<file path="src/rtl/hazard_detect_unit.sv">
// -----------------------------------------------------------------------------
// hazard_detect_unit
//
// Decode-stage hazard unit for the 16-bit, 5-stage pipeline. It compares the
// source registers of the instruction in ID against the destination registers
// of the instructions in EX, MEM and WB. From that comparison it produces the
// operand-forwarding selects for the ID operand muxes and a load-use stall.
// All decision logic is combinational, and the block holds no state.
//
// Ports
//   clk        in   1  pipeline clock (nothing inside is clocked by it)
//   rst_n      in   1  asynchronous active-low reset; forces all outputs to 0
//   opCode     in   4  opcode of the ID instruction (instruction[15:12])
//   RS1, RS2   in   3  source register fields of the ID instruction
//   Rd2/3/4    in   3  destination registers of the EX / MEM / WB instructions
//   EX_RegWr   in   1  EX instruction writes a register
//   MEM_RegWr  in   1  MEM instruction writes a register
//   WB_RegWr   in   1  WB instruction writes a register
//   EX_MemRd   in   1  EX instruction is a load
//   stall      out  1  hold PC and IF/ID, inject a bubble into EX
//   ForwardA   out  2  operand A select: 00 regfile, 01 EX, 10 MEM, 11 WB
//   ForwardB   out  2  operand B select, same encoding
// -----------------------------------------------------------------------------
module hazard_detect_unit (
  input  logic       clk,
  input  logic       rst_n,
  input  logic [3:0] opCode,
  input  logic [2:0] RS1,
  input  logic [2:0] RS2,
  input  logic [2:0] Rd2,
  input  logic [2:0] Rd3,
  input  logic [2:0] Rd4,
  input  logic       EX_RegWr,
  input  logic       MEM_RegWr,
  input  logic       WB_RegWr,
  input  logic       EX_MemRd,
  output logic       stall,
  output logic [1:0] ForwardA,
  output logic [1:0] ForwardB
);

  localparam logic [1:0] SEL_RF  = 2'b00;
  localparam logic [1:0] SEL_EX  = 2'b01;
  localparam logic [1:0] SEL_MEM = 2'b10;
  localparam logic [1:0] SEL_WB  = 2'b11;

  // The clock exists only so that every pipeline block has the same interface.
  logic w_unused_clk;
  assign w_unused_clk = clk;

  // Pick the youngest producer. EX has priority over MEM, and MEM over WB.
  function automatic logic [1:0] fwd_sel(input logic ex, input logic mem,
                                         input logic wb);
    logic [1:0] sel;
    sel = SEL_RF;
    if (ex)       sel = SEL_EX;
    else if (mem) sel = SEL_MEM;
    else if (wb)  sel = SEL_WB;
    return sel;
  endfunction

  // Which source fields the ID instruction actually reads.
  logic w_rs1_used;
  logic w_rs2_used;

  always_comb begin
    w_rs1_used = 1'b0;
    w_rs2_used = 1'b0;
    case (opCode)
      4'd0, 4'd1, 4'd2:                  begin w_rs1_used = 1'b1; w_rs2_used = 1'b1; end
      4'd3, 4'd4, 4'd5, 4'd6:            begin w_rs1_used = 1'b1; end
      4'd7:                              begin w_rs1_used = 1'b1; w_rs2_used = 1'b1; end
      4'd8, 4'd9, 4'd10, 4'd11:          begin w_rs1_used = 1'b1; w_rs2_used = 1'b1; end
      4'd15:                             begin w_rs1_used = 1'b1; end
      default:                           begin end
    endcase
  end

  // The "used" term comes first in each match. A logical AND with a known 0
  // is 0 even when the other operand is X or Z, so a floating field that the
  // instruction does not read cannot reach the outputs.
  logic w_a_ex, w_a_mem, w_a_wb;
  logic w_b_ex, w_b_mem, w_b_wb;

  assign w_a_ex  = w_rs1_used && (RS1 != 3'd0) && (RS1 == Rd2) && EX_RegWr;
  assign w_a_mem = w_rs1_used && (RS1 != 3'd0) && (RS1 == Rd3) && MEM_RegWr;
  assign w_a_wb  = w_rs1_used && (RS1 != 3'd0) && (RS1 == Rd4) && WB_RegWr;

  assign w_b_ex  = w_rs2_used && (RS2 != 3'd0) && (RS2 == Rd2) && EX_RegWr;
  assign w_b_mem = w_rs2_used && (RS2 != 3'd0) && (RS2 == Rd3) && MEM_RegWr;
  assign w_b_wb  = w_rs2_used && (RS2 != 3'd0) && (RS2 == Rd4) && WB_RegWr;

  // A load in EX has no data yet. Stall one cycle so that the consumer can
  // take the value through the MEM forward on the next cycle.
  logic w_stall;
  assign w_stall = EX_MemRd && EX_RegWr && (w_a_ex || w_b_ex);

  // Reset gates the outputs directly, so it takes effect without a clock.
  always_comb begin
    stall    = 1'b0;
    ForwardA = SEL_RF;
    ForwardB = SEL_RF;
    if (rst_n) begin
      stall    = w_stall;
      ForwardA = fwd_sel(w_a_ex, w_a_mem, w_a_wb);
      ForwardB = fwd_sel(w_b_ex, w_b_mem, w_b_wb);
    end
  end

endmodule

</file>
<file path="config.mk">
export PLATFORM = sky130hd
export DESIGN_NAME = hazard_detect_unit
export DESIGN_NICKNAME = d
export VERILOG_FILES = /design/src/rtl/hazard_detect_unit.sv
export SDC_FILE = /design/constraint.sdc
export NUM_CORES = 1
export LEC_CHECK = 0
export ABC_AREA = 0
export BUFFER_PORTS_ARGS = -buffer_cell sky130_fd_sc_hd__buf_4
export CAP_MARGIN = 20
export CELL_PAD_IN_SITES_DETAIL_PLACEMENT = 1
export CELL_PAD_IN_SITES_GLOBAL_PLACEMENT = 1
export CORE_AREA = 2 2 39 41
export DETAILED_ROUTE_END_ITERATION = 6
export DIE_AREA = 0 0 41 43
export GPL_ROUTABILITY_DRIVEN = 0
export GPL_TIMING_DRIVEN = 0
export PLACE_DENSITY = 0.92
export SYNTH_ARGS = -nofsm -noshare
export SYNTH_HDL_FRONTEND = slang
export SYNTH_SLANG_ARGS = --single-unit
</file>
<file path="constraint.sdc">
create_clock -name vclk -period 2.24
set_input_delay 0.336 -clock vclk [all_inputs]
set_output_delay 0.336 -clock vclk [all_outputs]
set_load 0.02 [all_outputs]
</file>
==> results.py <==
metrics = {
    "status": {
        "run_status": "finished, final reports clean",
    },
    "sta": {
        "finalMaxSlewViolations": 0,
        "worst_pin_slew_ps": 280,
        "fin_setup_tns_ps": 0,
        "clock.fmax_mhz": 550,
        "hold_viol": 0,
        "rsz0062_at_grt": "no",
        "fin_ws_ps": 421,
        "hold_ws_ps": 1040,
        "layout_min_cycle_time_ps": 1820,
        "setup_viol": 0,
        "relSlewSlack_pct": 81.3,
        "final.period_utilization_pct": 81.2,
    },
    "critical_path": {
        "start_kind": "input pin",
        "path_delay_family": "simple AND/OR/NAND/NOR gates",
        "crit_chain": "buf_4 -> xnor2_1 -> nand4_1 -> or3b_1 -> a21oi_2 -> buf_4",
        "path_depth": 6,
        "cp-end-kind": "output pin",
        "worstPathMaxFanout": 4,
        "worst-path-buf-inv": 2,
        "crit_end": "stall",
        "worstSetupPathType": "in -> out",
        "max_stage_delay_ps": 410,
        "path_common_cell": "buf_4",
        "critPathRequiredTime_ps": 1900,
        "critPathSlowestCell": "or3b_1",
        "cp-startpoint": "RS2[1]",
        "critPathArrivalTime_ps": 1480,
    },
    "global_route": {
        "antenna_found_initial": 0,
        "grt_pass1_wl_mm": 1.84,
        "grt_pass1_vias": 451,
        "grt_usage_pct": 13.8,
        "grt_remaining_overflow": 0,
        "grt_max_degree": 5,
    },
    "cts": {
        "post_cts_resized": 0,
        "post_cts_buffers": 0,
        "ctsHoldBuffers": 0,
    },
    "power_and_ir_drop": {
        "power.density_nw_per_um2": 182,
        "combPwrFrac_pct": 100.0,
        "p_sw_share_pct": 42.0,
        "p_leak_nw": 0.236,
        "seqPwrFrac_pct": 0,
        "intPower_uw": 59.3,
        "finalPower_uw": 102,
        "vdd_drop_max_mv": 0.0640,
        "switching_power_uw": 42.8,
        "p_clk_share_pct": 0,
    },
    "drt": {
        "routed_wl_mm": 1.08,
        "vias": 419,
        "viasPerCell": 4.82,
        "drc": 0,
        "drt_iter0_drc": 5,
        "routedWlPerCell_um": 12.4,
        "drt-pass1-iter-count": 4,
        "antenna_left": 0,
    },
    "layout": {
        "fill_cells": 183,
        "drive_gt1_share_pct": 42.3,
        "seq_area_um2": 0,
        "antenna_cells": 0,
        "num-clock-buffers": 0,
        "design.seq.count": 0,
        "final_cell_area_um2": 561,
        "finalNetCount": 98,
        "areaGrowthSynthToFinish_pct": 73.6,
    },
    "synthesis": {
        "synth_compound_area_share_pct": 12.0,
        "synth_top_family_by_area": "XOR/XNOR gates",
        "synthSimpleGateAreaFrac_pct": 36.4,
        "syn_inst": 42,
        "synth_nets": 67,
        "synthXorXnorAreaFrac_pct": 51.6,
        "synthesis.area_um2": 323,
        "synth_top_area_share_pct": 43.4,
        "synth_most_common_cell": "xnor2_1",
        "seq_area_frac_synth_pct": 0,
        "synth-adder-area-share_pct": 0,
        "ys_types": 17,
        "synthTopCellsByCount": "16 x xnor2_1, 3 x and4_1, 3 x nand3b_1, 3 x nand4_1, 3 x xor2_1",
        "synthMuxAreaShare_pct": 0,
        "syn_area_per_cell_um2": 7.69,
        "synthTopCellsByArea": "xnor2_1 43%, and4_1 8.1%, xor2_1 8.1%, nand3b_1 7.0%, nand4_1 5.8%",
        "yosysTopAreaCell": "xnor2_1",
        "yosys_warnings": 0,
    },
    "worst_hold_path": {
        "holdCritPathClass": "in -> out",
    },
    "placed_design": {
        "placed_area_um2": 561,
        "dp_hpwl_mm": 1.02,
        "dpl_worst_slack_ps": 421,
        "portBuffers": 29,
    },
    "flow_run": {
        "maxCapViolCount": 0,
    },
    "floorplanning": {
        "die_area_um2": 1760,
        "initial_core_util_pct": 23.3,
        "die_x_um": 41,
        "core-area_um2": 1380,
        "pin_count": 30,
        "rows": 14,
        "die_h_um": 43,
    },
}
[how the worst min path moves through the flow]
| stage | start | cells after the start | to | slack, ps |
|---|---|---|---|---|
| 4_1_cts | EX_MemRd | 4 | stall | 1050 |
| 5_1_grt | EX_MemRd | 4 | stall | 1070 |
| 3_5_place_dp | EX_MemRd | 4 | stall | 1050 |
| 3_3_place_gp | EX_MemRd | 4 | stall | 1040 |
| 2_1_floorplan | EX_RegWr | 2 | stall | 790 |
| 6_report | EX_MemRd | 4 | stall | 1040 |
[logic make-up (layout without fill, tap and decap cells)]
group | after synthesis | after routing
AOI/OAI and AO/OA | 5 | 5
buffers and inverters | 0 | 29
xor gates and xnor gates | 19 | 19
and+or+nand+nor | 18 | 18
[power by group through the flow]
stage          combinational [mW]  clock [mW]  sequential [mW]
2_1_floorplan              0.0452           0                0
3_3_place_gp               0.0991           0                0
3_5_place_dp                0.103           0                0
4_1_cts                     0.104           0                0
5_1_grt                     0.112           0                0
6_report                    0.102           0                0
[metrics by stage]
step                      utilization (%)  cells
after floorplan                         -     42
after global placement               40.5     87
after detailed placement             40.5     87
after CTS                            40.5     87
after global routing                 40.5     87
final                                40.5     87
[layout by cell type, fill, tap and decap left out, types with 2 or more instances in the layout]
| master | instances |
|---|---|
| nand2_1 | 2 |
| nand4_1 | 3 |
| buf_4 | 29 |
| xor2_1 | 3 |
| xnor2_1 | 16 |
| and4_1 | 3 |
| nor3_1 | 2 |
| nand3b_1 | 3 |
[metal layers]
layer,up-vias,GRT usage (%),part of all wire [%],routed length [µm]
met2,19,26.9,53,567
met3,0,0,5.2,56
li1,213,-,-,-
met1,187,16.5,42,456
met4,0,0,0,0
met5,-,0,0,0
[area by class of cell]
type | count | area, µm² | share of cell area, %
multi-input combinational | 42 | 323 | 57.6
timing repair buffer | 29 | 218 | 38.8
tap | 16 | 20.0 | 3.57
No activity file was read; power rests on OpenSTA's default activity.
